[config.mk]
export PLATFORM = sky130hd
export DESIGN_NAME = alu_operand_stage
export DESIGN_NICKNAME = d
export VERILOG_FILES = /design/src/rtl/alu_operand_stage.sv
export SDC_FILE = /design/constraint.sdc
export NUM_CORES = 1
export LEC_CHECK = 0
export CORE_UTILIZATION = 52
export DETAILED_ROUTE_END_ITERATION = 10
export PLACE_DENSITY = 0.93
export SYNTH_ARGS = -nofsm -noshare
export SYNTH_HDL_FRONTEND = slang
export SYNTH_SLANG_ARGS = --single-unit
[constraint.sdc]
create_clock -name clk -period 5.4 [get_ports clk]
set_clock_uncertainty 0.15 [all_clocks]
set_input_delay 1.35 -clock clk [delete_from_list [all_inputs] [get_ports clk]]
set_output_delay 1.35 -clock clk [all_outputs]
set_load 0.01 [all_outputs]
[src/rtl/alu_operand_stage.sv]
// Decode-to-execute operand stage for the RISC-V Alu.
// Two-entry skid buffer. Writeback values are forwarded into a beat when it is
// captured, and held beats keep watching writeback so the operands they present
// are always current.
module alu_operand_stage #(
  parameter int WIDTH = 32,
  parameter int AW    = 5
) (
  input  logic             clk,
  input  logic             rst_n,
  input  logic             in_valid,
  output logic             in_ready,
  input  logic [AW-1:0]    in_rs1_addr,
  input  logic [WIDTH-1:0] in_rs1_data,
  input  logic [AW-1:0]    in_rs2_addr,
  input  logic [WIDTH-1:0] in_rs2_data,
  input  logic [WIDTH-1:0] in_imm,
  input  logic             in_use_imm,
  input  logic [1:0]       in_sel,
  input  logic [AW-1:0]    in_rd,
  input  logic             in_reg_write,
  input  logic             wb_en,
  input  logic [AW-1:0]    wb_addr,
  input  logic [WIDTH-1:0] wb_data,
  input  logic             flush,
  output logic             out_valid,
  input  logic             out_ready,
  output logic [WIDTH-1:0] out_data1,
  output logic [WIDTH-1:0] out_data2,
  output logic [1:0]       out_sel,
  output logic [AW-1:0]    out_rd,
  output logic             out_reg_write
);

  typedef struct packed {
    logic [AW-1:0]    rs1Addr;
    logic [WIDTH-1:0] op1;
    logic [AW-1:0]    rs2Addr;
    logic [WIDTH-1:0] op2;
    logic             useImm;
    logic [1:0]       sel;
    logic [AW-1:0]    rd;
    logic             regWrite;
  } entry_t;

  // The head entry sits in r_head; r_tail only holds a beat when r_count is 2.
  logic [1:0] r_count;
  entry_t     r_head;
  entry_t     r_tail;

  logic [1:0] w_countNext;
  entry_t     w_headNext;
  entry_t     w_tailNext;
  entry_t     w_headSnoop;
  entry_t     w_tailSnoop;
  entry_t     w_capture;
  logic       w_wbLive;
  logic       w_accept;
  logic       w_pop;

  // x0 is hardwired to zero, so a writeback to it must never be forwarded.
  assign w_wbLive = wb_en && (wb_addr != '0);

  // Handshakes depend only on registered state and flush, never on out_ready.
  assign in_ready  = (r_count != 2'd2) && !flush;
  assign out_valid = (r_count != 2'd0);
  assign w_accept  = in_valid && in_ready;
  assign w_pop     = out_valid && out_ready;

  assign out_data1     = r_head.op1;
  assign out_data2     = r_head.op2;
  assign out_sel       = r_head.sel;
  assign out_rd        = r_head.rd;
  assign out_reg_write = r_head.regWrite;

  // Build the incoming entry, taking same-cycle writeback in place of stale regfile data.
  always_comb begin
    w_capture          = '0;
    w_capture.rs1Addr  = in_rs1_addr;
    w_capture.rs2Addr  = in_rs2_addr;
    w_capture.useImm   = in_use_imm;
    w_capture.sel      = in_sel;
    w_capture.rd       = in_rd;
    w_capture.regWrite = in_reg_write;
    w_capture.op1      = (w_wbLive && (wb_addr == in_rs1_addr)) ? wb_data : in_rs1_data;
    if (in_use_imm) begin
      w_capture.op2 = in_imm;
    end else begin
      w_capture.op2 = (w_wbLive && (wb_addr == in_rs2_addr)) ? wb_data : in_rs2_data;
    end
  end

  // Held entries pick up writebacks to their sources; an immediate op2 is left alone.
  always_comb begin
    w_headSnoop = r_head;
    w_tailSnoop = r_tail;
    if (w_wbLive && (wb_addr == r_head.rs1Addr)) begin
      w_headSnoop.op1 = wb_data;
    end
    if (w_wbLive && !r_head.useImm && (wb_addr == r_head.rs2Addr)) begin
      w_headSnoop.op2 = wb_data;
    end
    if (w_wbLive && (wb_addr == r_tail.rs1Addr)) begin
      w_tailSnoop.op1 = wb_data;
    end
    if (w_wbLive && !r_tail.useImm && (wb_addr == r_tail.rs2Addr)) begin
      w_tailSnoop.op2 = wb_data;
    end
  end

  // Occupancy and entry movement: pops shift the tail forward, accepts fill the first free slot.
  always_comb begin
    w_countNext = r_count;
    w_headNext  = w_headSnoop;
    w_tailNext  = w_tailSnoop;
    if (flush) begin
      w_countNext = 2'd0;
    end else begin
      case (r_count)
        2'd0: begin
          if (w_accept) begin
            w_headNext  = w_capture;
            w_countNext = 2'd1;
          end
        end
        2'd1: begin
          if (w_accept && w_pop) begin
            w_headNext = w_capture;
          end else if (w_pop) begin
            w_countNext = 2'd0;
          end else if (w_accept) begin
            w_tailNext  = w_capture;
            w_countNext = 2'd2;
          end
        end
        2'd2: begin
          if (w_pop) begin
            w_headNext  = w_tailSnoop;
            w_countNext = 2'd1;
          end
        end
        default: begin
          w_countNext = 2'd0;
        end
      endcase
    end
  end

  // State registers, cleared immediately on reset.
  always_ff @(posedge clk or negedge rst_n) begin
    if (!rst_n) begin
      r_count <= 2'd0;
      r_head  <= '0;
      r_tail  <= '0;
    end else begin
      r_count <= w_countNext;
      r_head  <= w_headNext;
      r_tail  <= w_tailNext;
    end
  end

endmodule

==> impl_results.md <==
- Outcome: finished, final reports clean
- Initial DRT Pass Iterations: 5
- Largest net degree at the start of global routing: 103
- Worst-path clk slew: 0.07 ns
- Sequential-to-total area share from yosys stat: 37.4%
- Global routing's busiest layer: met2
- Layout cells sized above 1: 21.4%
- Tot Pwr: 4.77 mW
- Syn nets: 1,213
- First-pass GRT wire length: 50.4 mm
- Hold worst-path end: r_tail[6]
- Final hold vios: 0
- Total length of routed wires: 31.7 mm
- # IOs: 232
- Max IR drop VDD: 0.000223 V
- Hold-fix buffers, CTS: 0
- Synth cell types: 41
- Type of the tightest min-delay check: reg2reg
- Area post-placement: 13,200 sq um
- DR WL/cell: 21.9 um
- # setup viols final: 0
- Final GP Congestion: 0.848
- # fillers: 1,583
- # Post-CTS Setup Buffers: 0
- Crit-path slowest cell: nor4_4
- R2r endpoint: r_tail[62]
- Area fraction of the dominant cell type after synthesis: 37.4%
- CP bufs+invs: 2
- GR met1 Demand/Resource: 36.8%
- Critical setup path kind: in2reg
- Die width: 149 um
- Most common cell after layout, fill and taps aside: clkdlybuf4s50_1
- Final net count: 1,322
- Finished Layout Cells: 1,452
- Remaining DRCs: 0
- Final min period: 4.23 ns
- Crit end category: register
- Post-Syn Instances: 1,055
- R2R Path Start: r_count[0]
- TritonCTS clock tree: built
- Root buf cell: clkbuf_16
- #FFs+latches synth: 168
- CP Launch Type: input port
- Ranking of synthesized cells by area: dfrtp_1 (37%), mux2i_1 (14%), mux2_2 (12%), buf_4 (5.0%), o21ai_0 (4.3%)
- RSZ-0062 raised after global routing: no
- CTS sink count: 168
- Port Buffers: 231
- Total placed cells including tap cells: 1,420
- Die height: 149 um
- Ordered cell list for the critical path: clkdlybuf4s50_1, or4_4, o21ai_4, nor4_4, buf_4, mux2_2, o211ai_1
- Cell area after synthesis: 11,300 sq um
- Setup slack, reg-to-reg: 2.55 ns
- Relative slew slack: 20.9%
- Slew Limit Fails: 0
- Synth Warn #: 0
- Beginning of the worst hold path: r_tail[6]
- Grt ovf: 0
- Number of flops mapped to enable cells by yosys: 0
- Dpl ws: 0.824 ns
- Max_cap viols: 0
- GRT Util Overall: 29.1%
- Power density cells: 345 nW/um^2
- Final core utilization: 65.5%
- Critical Path RT: 5.58 ns
- Area grow syn2layout: 22.7%
- Vias per inst: 6.25
- CTS H-tree lvls: 4
- Worst R2R Path Depth: 5
- Area leader, netlist: dfrtp_1
- Final WS setup: 1.17 ns
- Clk_lat worst skew: 0.43 ns
- Least-Margin Pin Slew: 1.18 ns
- Worst EP arrival: 4.41 ns
- Most frequent cells in the layout: clkdlybuf4s50_1 (228), dfrtp_1 (168), mux2i_1 (160)
- P_leak: 5.16 nW
- FP Rows: 53
- Total CTS buffers: 17
- Top FF cell, synth: dfrtp_1
- Post-DRT Antenna Nets: 0
- Ys async rst share: 100%
- Resize count post-CTS: 0
- Final Cycle Share: 78.3%
- Final instance area: 13,800 sq um
- Hold slack: 0.360 ns
- Grt met2 use: 48.9%
- GR Util met3: 4.59%
- Vias in the first global route: 9,652
- Core Region: 21,100 sq um
- First DRT Iteration DRCs: 745
- DP HPWL: 21.0 mm
- Critical path's largest stage delay: 1.04 ns
- Crit path max fanout: 18
- Setup TNS Final: 0 ns
- Antenna violations before repair: 1
- Via count: 9,072
- CTS Buffer Depth: 2
- Die area: 22,200 sq um
- Syn_area_per_cell: 10.7 sq um
- Initial core utilization: 53.4%
- WHS Path Cells: 1
- Top delay family on crit path: simple AND/OR/NAND/NOR gates
- Peak Freq: 237 MHz
==> final cells by class <==
| class | instances | area (sq um) | share of cell area (%) |
|---|---|---|---|
| Multi-Input combinational cell | 722 | 6140 | 44.4 |
| Clock buffer | 20 | 467 | 3.38 |
| Clock inverter | 11 | 145 | 1.05 |
| Timing Repair Buffer | 255 | 2510 | 18.2 |
| Antenna cell | 1 | 2.50 | 0.0181 |
| Tap cell | 275 | 344 | 2.49 |
| Sequential cell | 168 | 4200 | 30.4 |
==> flip-flops by register name, indices dropped and copies added (netlist names) <==
register	cells
out_data1	32
out_data2	32
out_rd	5
out_reg_write	1
out_sel	2
r_count	2
r_head	11
r_tail	83
==> cell families after synthesis <==
| group | Yosys count | share of synthesized area (%) |
|---|---|---|
| AOI/OAI and AO/OA | 238 | 15.1 |
| buffers and inverters | 165 | 8.67 |
| DFF | 168 | 37.4 |
| and+or+nand+nor | 146 | 6.56 |
| xor gates and xnor gates | 30 | 2.33 |
| muxes | 308 | 30.0 |
==> cells in the mapped netlist (3+ instances only) <==
library cell / count
a21oi_1: 23
a22oi_1: 19
buf_1: 5
buf_2: 12
buf_4: 75
buf_6: 8
clkbuf_1: 65
dfrtp_1: 168
mux2_1: 7
mux2_2: 115
mux2_4: 25
mux2i_1: 160
nand2_1: 65
nand2b_1: 31
nand3_1: 3
nor2_1: 26
nor4_2: 3
o211ai_1: 32
o21ai_0: 96
o221a_2: 32
o221ai_1: 27
o221ai_2: 5
or2b_1: 4
xnor2_1: 18
xor2_1: 12
==> worst register-to-register path, delay by kind of cell (launching register included) <==
family | cells | cell delay (ns)
compound gates | 1 | 0.39
buf+inv | 1 | 0.62
flops | 1 | 0.41
simple gates | 3 | 1.17
==> power breakdown <==
| group | total, mW | internal (mW) | leakage [nW] | switching (mW) |
|---|---|---|---|---|
| logic | 1.59 | 0.886 | 2.86 | 0.704 |
| clock network | 1.28 | 0.762 | 0.294 | 0.516 |
| registers | 1.90 | 1.67 | 2.01 | 0.229 |
| total | 4.77 | 3.32 | 5.16 | 1.45 |
==> how the worst max path moves through the flow <==
stage	from	to	slack, ns	cells past startpoint
5_1_grt	wb_addr[1]	out_data1[16]	1.09	7
2_1_floorplan	flush	in_ready	1.95	3
6_report	wb_addr[3]	out_data1[16]	1.17	7
4_1_cts	wb_addr[3]	out_data1[16]	1.23	7
3_5_place_dp	wb_addr[3]	out_data1[11]	0.82	7
3_3_place_gp	wb_addr[1]	out_data1[15]	0.90	7
==> routing by layer <==
layer	part of all wire [%]	wire length, um	vias to the layer above
met5	0	0	-
li1	-	-	4028
met2	49	15700	434
met4	2.9	929	0
met3	7.0	2240	67
met1	41	12900	4543
Power figures use the tool's default switching activity.
